==> config.mk <==
export PLATFORM = sky130hd
export DESIGN_NAME = wb_stage
export DESIGN_NICKNAME = d
export VERILOG_FILES = /design/src/rtl/wb_stage.sv
export SDC_FILE = /design/constraint.sdc
export NUM_CORES = 1
export LEC_CHECK = 0
export CORE_ASPECT_RATIO = 0.9
export CORE_MARGIN = 3
export CORE_UTILIZATION = 35
export CTS_CLUSTER_DIAMETER = 120
export CTS_CLUSTER_SIZE = 25
export DETAILED_ROUTE_END_ITERATION = 7
export MAX_ROUTING_LAYER = met4
export PLACE_DENSITY = 0.69
export SYNTH_ARGS = -nofsm -noshare
export SYNTH_HDL_FRONTEND = slang
export SYNTH_SLANG_ARGS = --single-unit
==> constraint.sdc <==
create_clock -name clk_i -period 4.4 [get_ports clk_i]
set_input_delay 0.88 -clock clk_i [delete_from_list [all_inputs] [get_ports clk_i]]
set_output_delay 0.88 -clock clk_i [all_outputs]
set_load 0.02 [all_outputs]
==> src/rtl/wb_stage.sv <==
// wb_stage: writeback stage feeding the register bank's write port.
//
// Retires one instruction per cycle from the memory stage. ALU results are
// written one registered cycle after acceptance. Loads park the stage in
// LOAD_WAIT (stalling upstream via wait_o) until mem_ack_i. The returned
// word is then byte/halfword aligned and extended. A watchdog aborts a load
// that never gets acknowledged.
//
// Handshake: valid_i is honoured only while wait_o=0. Upstream must hold its
// instruction while wait_o=1. mem_ack_i is meaningful only in LOAD_WAIT.
//
// Ports:
//   clk_i, rst_i         clock (rising edge), async active-high reset
//   valid_i              retiring instruction present this cycle
//   rd_i                 destination register
//   result_i             ALU result for non-load instructions
//   is_load_i            instruction is a load
//   funct3_i             load type: 0 LB, 1 LH, 2 LW, 4 LBU, 5 LHU
//   addr_lo_i            load byte address bits [1:0]
//   mem_ack_i            load data valid on mem_data_i
//   mem_data_i           aligned 32-bit word from data memory
//   regwrite/wrreg/wrdata registered register-bank write port
//   wait_o               stall, high exactly while in LOAD_WAIT (FSM state)
//   err_o                one-cycle pulse: bad load or load timeout
//   instret_o            retired-instruction counter (wraps)
module wb_stage #(
    parameter int TIMEOUT_W = 8
) (
    input  logic        clk_i,
    input  logic        rst_i,
    input  logic        valid_i,
    input  logic [4:0]  rd_i,
    input  logic [31:0] result_i,
    input  logic        is_load_i,
    input  logic [2:0]  funct3_i,
    input  logic [1:0]  addr_lo_i,
    input  logic        mem_ack_i,
    input  logic [31:0] mem_data_i,
    output logic        regwrite,
    output logic [4:0]  wrreg,
    output logic [31:0] wrdata,
    output logic        wait_o,
    output logic        err_o,
    output logic [31:0] instret_o
);

    typedef enum logic {
        IDLE      = 1'b0,
        LOAD_WAIT = 1'b1
    } state_t;

    localparam logic [TIMEOUT_W-1:0] CNT_MAX = '1;

    state_t               state_q, state_d;
    logic [TIMEOUT_W-1:0] cnt_q, cnt_d;
    logic [4:0]           ld_rd_q, ld_rd_d;
    logic [2:0]           ld_f3_q, ld_f3_d;
    logic [1:0]           ld_lo_q, ld_lo_d;
    logic                 regwrite_d;
    logic [4:0]           wrreg_d;
    logic [31:0]          wrdata_d;
    logic                 err_d;
    logic [31:0]          instret_d;
    logic                 load_bad;
    logic [7:0]           ld_byte;
    logic [15:0]          ld_half;
    logic [31:0]          ld_word;

    // State is directly observable as the stall.
    assign wait_o = (state_q == LOAD_WAIT);

    // Illegal funct3, or an access not aligned to its own size.
    assign load_bad = (funct3_i == 3'd3) || (funct3_i[2:1] == 2'b11) ||
                      (((funct3_i == 3'd1) || (funct3_i == 3'd5)) && addr_lo_i[0]) ||
                      ((funct3_i == 3'd2) && (addr_lo_i != 2'd0));

    // Extract and extend the returned word using the captured load type.
    always_comb begin
        ld_byte = mem_data_i[7:0];
        case (ld_lo_q)
            2'd0: ld_byte = mem_data_i[7:0];
            2'd1: ld_byte = mem_data_i[15:8];
            2'd2: ld_byte = mem_data_i[23:16];
            2'd3: ld_byte = mem_data_i[31:24];
            default: ld_byte = mem_data_i[7:0];
        endcase
        ld_half = ld_lo_q[1] ? mem_data_i[31:16] : mem_data_i[15:0];
        case (ld_f3_q)
            3'd0:    ld_word = {{24{ld_byte[7]}}, ld_byte};
            3'd4:    ld_word = {24'd0, ld_byte};
            3'd1:    ld_word = {{16{ld_half[15]}}, ld_half};
            3'd5:    ld_word = {16'd0, ld_half};
            default: ld_word = mem_data_i;
        endcase
    end

    always_comb begin
        state_d    = state_q;
        cnt_d      = cnt_q;
        ld_rd_d    = ld_rd_q;
        ld_f3_d    = ld_f3_q;
        ld_lo_d    = ld_lo_q;
        regwrite_d = 1'b0;
        wrreg_d    = wrreg;
        wrdata_d   = wrdata;
        err_d      = 1'b0;
        instret_d  = instret_o;

        case (state_q)
            IDLE: begin
                if (valid_i) begin
                    if (!is_load_i) begin
                        // Writes to x0 retire but leave the write port untouched.
                        if (rd_i != 5'd0) begin
                            regwrite_d = 1'b1;
                            wrreg_d    = rd_i;
                            wrdata_d   = result_i;
                        end
                        instret_d = instret_o + 32'd1;
                    end else if (load_bad) begin
                        err_d = 1'b1;
                    end else begin
                        ld_rd_d = rd_i;
                        ld_f3_d = funct3_i;
                        ld_lo_d = addr_lo_i;
                        cnt_d   = '0;
                        state_d = LOAD_WAIT;
                    end
                end
            end
            LOAD_WAIT: begin
                if (mem_ack_i) begin
                    if (ld_rd_q != 5'd0) begin
                        regwrite_d = 1'b1;
                        wrreg_d    = ld_rd_q;
                        wrdata_d   = ld_word;
                    end
                    instret_d = instret_o + 32'd1;
                    state_d   = IDLE;
                end else begin
                    cnt_d = cnt_q + 1'b1;
                    // Abort on the cycle the counter would reach its maximum.
                    if (cnt_d == CNT_MAX) begin
                        err_d   = 1'b1;
                        cnt_d   = '0;
                        state_d = IDLE;
                    end
                end
            end
            default: state_d = IDLE;
        endcase
    end

    always_ff @(posedge clk_i or posedge rst_i) begin
        if (rst_i) begin
            state_q   <= IDLE;
            cnt_q     <= '0;
            ld_rd_q   <= 5'd0;
            ld_f3_q   <= 3'd0;
            ld_lo_q   <= 2'd0;
            regwrite  <= 1'b0;
            wrreg     <= 5'd0;
            wrdata    <= 32'd0;
            err_o     <= 1'b0;
            instret_o <= 32'd0;
        end else begin
            state_q   <= state_d;
            cnt_q     <= cnt_d;
            ld_rd_q   <= ld_rd_d;
            ld_f3_q   <= ld_f3_d;
            ld_lo_q   <= ld_lo_d;
            regwrite  <= regwrite_d;
            wrreg     <= wrreg_d;
            wrdata    <= wrdata_d;
            err_o     <= err_d;
            instret_o <= instret_d;
        end
    end

endmodule
==> impl_metrics.py <==
metrics = {
    "route": {
        "drc": 0,
        "drtIter0Drc": 262,
        "wl_per_cell_um": 17.6,
        "wirelength_mm": 14.1,
        "vias": 4203,
        "routed_via_density": 5.24,
        "firstDrtPassIters": 5,
        "ant_nets": 0,
    },
    "timing": {
        "post-route-period-util_pct": 65.4,
        "final_max_slew_viol_count": 0,
        "slew-limit-headroom_pct": 25.3,
        "fin_skew_ps": 6.82,
        "rsz0062_at_grt": "false",
        "fin_crit_ps": 2880,
        "tns_ps": 0,
        "worstMarginPinSlew_ps": 1120,
        "setup_violations": 0,
        "hold_viol_final": 0,
        "fmax_mhz": 347,
    },
    "synth": {
        "synth_edf_count": 0,
        "postSynthCellCount": 494,
        "syn_nets": 576,
        "yosysMostFrequentCell": "dfrtp_1",
        "ys_seq_area_share_pct": 47.6,
        "async_flop_share_pct": 100,
        "synth_area_leaders": "dfrtp_1, a21oi_1, o21ai_0, mux2_2, nand2_1",
        "synth_top_area_share_pct": 47.6,
        "syn-cell-area_mm2": 0.00473,
        "avgSynthCellArea_um2": 9.58,
        "synth_top_area_cell": "dfrtp_1",
        "yosys-top-cells-count": "dfrtp_1, a21oi_1, o21ai_0",
        "ys_types": 49,
        "synth_seq_cells": 90,
        "synth_flop_cell": "dfrtp_1",
        "ys.warnings.count": 0,
    },
    "worst_setup_path": {
        "critical_path_class": "reg -> reg",
        "ff2ff_path_depth": 6,
        "crit_fanout": 50,
        "r2r_start": "wait_o",
        "start_kind": "flip-flop",
        "setup.worst_path.start": "wait_o",
        "end_kind": "flip-flop",
        "cp_data_required_time_ps": 4630,
        "worstPathArrival_ps": 3110,
    },
    "cells_and_area": {
        "final_core_util_pct": 51.5,
        "diodes": 0,
        "syn2layout_area_growth_pct": 40.8,
        "nets": 715,
        "layout-drive-gt1-share_pct": 8.46,
    },
    "global_route": {
        "grt_pass1_wl_mm": 22.7,
        "antenna_found_initial": 0,
        "grt_overflow": 0,
        "grt_max_degree": 59,
        "grt_pass1_vias": 4206,
        "grtUsageTotal_pct": 20.0,
    },
    "pwr": {
        "p_total_mw": 2.84,
        "power_density_mw_per_mm2": 427,
        "vdd_drop_max_mv": 0.371,
        "p_leak_nw": 2.76,
    },
    "cts": {
        "htree_levels": 3,
        "post_cts_buffers": 0,
        "path_clk_slew_ps": 70,
        "cts_sinks": 90,
        "cts_hold_buf": 0,
        "clkLatencyLatePin_ps": 340,
        "numCtsBuffers": 9,
        "cts_tree": "done",
        "cts_resized": 0,
        "cts_root_buf": "clkbuf_16",
        "clock_path_buffers": 2,
    },
    "min_path": {
        "min_path_cells": 1,
        "hold_path.class": "reg -> reg",
        "min_from": "instret_o[31]",
    },
    "run": {
        "maxCapViolCount": 0,
    },
    "status": {
        "status": "finished clean",
    },
    "placed_design": {
        "dp_hpwl_mm": 10.8,
        "port_buffers": 150,
        "place_congestion": 0.896,
    },
    "floorplan": {
        "die_w_um": 129,
        "row_count": 39,
        "die_h_um": 116,
        "initial_core_util_pct": 36.6,
        "coreArea_mm2": 0.0129,
        "io_pins": 151,
        "die_area_mm2": 0.0149,
    },
}
==> flip-flops by register name, indices dropped and copies added (netlist names) <==
register   cells
instret_o     32
wrdata        32
cnt_q          8
ld_rd_q        5
wrreg          5
ld_f3_q        3
ld_lo_q        2
err_o          1
regwrite       1
wait_o         1
==> layout by cell type, fill, tap and decap left out, drive strengths merged, types with 3 or more instances in the layout <==
| master | Yosys | final |
|---|---|---|
| clkdlybuf4s50 | 0 | 150 |
| mux2 | 20 | 20 |
| inv | 11 | 12 |
| a211oi | 3 | 3 |
| nor2 | 44 | 44 |
| nand4 | 6 | 6 |
| a22o | 7 | 7 |
| o21ai | 54 | 54 |
| nor3b | 8 | 8 |
| dfrtp | 90 | 90 |
| o221ai | 8 | 8 |
| a21oi | 53 | 53 |
| buf | 6 | 4 |
| mux2i | 12 | 12 |
| ha | 3 | 3 |
| nor3 | 13 | 13 |
| clkinv | 1 | 3 |
| nand3 | 13 | 13 |
| xnor2 | 19 | 19 |
| nor2b | 8 | 8 |
| and3 | 9 | 9 |
| clkbuf | 20 | 12 |
| xor2 | 15 | 15 |
| nand2 | 48 | 48 |
==> cell type report <==
class,count,area [um^2]
inverter,12,46.3
multi-input combinational,366,2330
fill,1160,6270
tap,164,205
timing repair buffer,154,1530
clock inverter,4,33.8
sequential,90,2250
clock buffer,12,256
==> logic make-up (layout without fill, tap and decap cells) <==
logic type      count (synthesis)  count (layout)  synth area share [%]
buf+inv                        38             182                  3.15
mux                            33              33                  7.78
xor+xnor                       34              34                  6.29
compound gates                132             132                  16.7
flops                          90              90                  47.6
simple gates                  164             164                  17.7
fa+ha+maj                       3               3                 0.794
==> power by group <==
part / switching [mW] / internal [mW] / total [mW]
clock network: 0.335 / 0.419 / 0.755
registers: 0.177 / 0.983 / 1.16
logic: 0.472 / 0.454 / 0.926
==> worst max-delay path, stage by stage (launching register included) <==
cell	delay (ps)
dfrtp_1	870
inv_1	500
or3_1	500
nand3_2	100
buf_4	420
nor2_1	110
a22o_1	220
==> stage by stage <==
stage	cells	cell area [um^2]	hold WS, ps	setup WS, ps
6_report	802	6660	470	1520
5_1_grt	802	6660	502	1300
4_1_cts	802	6660	476	1500
3_5_place_dp	786	6370	464	1180
3_3_place_gp	786	6370	457	1340
2_1_floorplan	494	4730	443	1180
==> routing by layer <==
metal  GRT usage [%]  wire [um]  vias up
li1                -          -     2017
met1            26.3       6360     2043
met2            31.9       6770      125
met3            3.66        676       18
met4            5.88        295        0
met5               -          0        -
==> worst paths after layout <==
check                                 to  slack, ps
max in group asynchronous   instret_o[4]       2540
min in group asynchronous  instret_o[29]       1060
max reg2reg                    wrdata[2]       1520
min reg2reg                instret_o[31]        470
min                        instret_o[31]        470
max                            wrdata[2]       1520
Power figures use the tool's default switching activity.
==> RTL change, RTL diff (config.mk and constraints unchanged) <==
Register the output `err_o` once more, cleared by the reset; this adds one clock of latency there. The other outputs are not delayed to match. Comments in the files are not updated.
--- a/src/rtl/wb_stage.sv
+++ b/src/rtl/wb_stage.sv
@@ -51,4 +51,6 @@
 
     localparam logic [TIMEOUT_W-1:0] CNT_MAX = '1;
+
+    logic err_s0;
 
     state_t               state_q, state_d;
@@ -162,5 +164,5 @@
             wrreg     <= 5'd0;
             wrdata    <= 32'd0;
-            err_o     <= 1'b0;
+            err_s0    <= 1'b0;
             instret_o <= 32'd0;
         end else begin
@@ -173,8 +175,16 @@
             wrreg     <= wrreg_d;
             wrdata    <= wrdata_d;
-            err_o     <= err_d;
+            err_s0    <= err_d;
             instret_o <= instret_d;
         end
     end
 
+    always_ff @(posedge clk_i or posedge rst_i) begin
+        if (rst_i) begin
+            err_o <= '0;
+        end else begin
+            err_o <= err_s0;
+        end
+    end
+
 endmodule
Function: changed (Yosys sat finds a counterexample within 4 cycles, from zero or initial values and one cycle with rst_i high).
==> RTL change against the unedited design <==
- maximum frequency down 4.8%
- worst setup slack lost 0.15 ns
- sequential cell count rose by 1
- routed wire length fell by 0.51%
- total power down 0.17%
- synthesized area grew 0.40%
- clock skew up 0.0042 ns
- cell area is 0.71% lower
- highest routed layer unchanged
==> RTL change: results (changes against the unedited design) <==
CP top delay family simple AND/OR/NAND/NOR gates; syn_area_per_cell 9.654 sq um (+0.80%); status finished, final reports clean; max_slew headroom 25.73% (+0.46 points); Critical-path top delay cell or4_1; GRT Util Overall 19.59% (-0.43 points); drt first pass iters 4 (-1); Synth area leaders dfrtp_1, nand2_1, xor2_1; Synth cell types 51 (+4.1%); Hold EP err_o; hold_ws 0.3607 ns (-0.1094 ns); DR vias 4141 (-1.5%); CP peak stage delay 0.52 ns (-0.35 ns); layout cell share with drive strength beyond 1 7.583% (-0.88 points); gpl congestion 0.8839 (-1.3%); Fin Clk Skew 0.01106 ns (+0.004243 ns); Worst Min Path Start err_s0; Pleak 2.815 nW (+2.1%); Hold Path Cell Cnt 0 (-1); reg-to-reg setup timing slack 1.69 ns (+0.17 ns); synthesis-to-layout area growth 39.23%; CP arrival 3.25 ns (+0.14 ns); sequential-to-total area share from yosys stat 47.95% (+0.34 points); largest net degree at the start of global routing 57 (-3.4%); clock sinks 91 (+1.1%); FILL cells 1189 (+2.5%); vias in the first global route 4194 (-0.29%); CP Max Fanout 56 (+12%); nets 711 (-0.56%); maximum vdd drop 0.2511 mV (-32%); Placed Instance Area 6336 sq um (-0.53%); Routed WL per cell 17.61 um (+0.11%); post-synth net total 574 (-0.35%)
RTL change: changes by cell type after synthesis, moves of 11 or more:
cell / unedited run / this run
a21oi_1: 53 / 28
nand2_1: 48 / 74
nor2_1: 44 / 30
o21ai_0: 53 / 19
o21ai_1: 1 / 19
o2bb2ai_1: 0 / 11
RTL change: report_power, final:
part	switching, mW	internal (mW)	total (mW)
Sequential	0.166	0.993	1.16
Clock	0.350	0.387	0.737
Combinational	0.484	0.456	0.940
RTL change: how the worst max path moves through the flow:
| stage | to | start | cells past startpoint | slack [ns] |
|---|---|---|---|---|
| global route | wrdata[0] | rd_i[2] | 7 | 1.21 |
| floorplan | cnt_q[0] | rst_i | 1 | 1.16 |
| global placement | wrdata[1] | rd_i[1] | 7 | 1.06 |
| finish | wrdata[0] | rd_i[2] | 7 | 1.37 |
| CTS | wrdata[0] | rd_i[2] | 7 | 1.41 |
| detailed placement | wrdata[0] | rd_i[1] | 7 | 1.05 |
RTL change: kinds of logic (layout without fill, tap and decap cells):
family | Yosys count | after routing | share of synthesized area, %
AOI/OAI and AO/OA | 118 | 118 | 16.39
buffers and inverters | 42 | 183 | 4.399
xor gates and xnor gates | 34 | 34 | 6.270
muxes | 28 | 28 | 6.480
adders and majority gates | 3 | 3 | 0.7904
and+or+nand+nor | 176 | 176 | 17.73
DFF | 91 | 91 | 47.95
RTL change: area by class of cell:
| type | count | area share [%] |
|---|---|---|
| multi-input cells | 359 | 34.23 |
| repair buffers | 155 | 23.27 |
| well taps | 164 | 3.103 |
| inverters | 13 | 0.7758 |
| clock inverters | 6 | 0.7758 |
| flip-flops and latches | 91 | 34.44 |
| clock buffers | 9 | 3.406 |
RTL change: per-layer routing:
metal	part of all wire, %	wire (um)	global-route usage [%]
met4	1.8	253	5.598
met3	4.2	595	4.024
met5	0	0	-
met1	45	6317	25.42
met2	49	6869	31.28
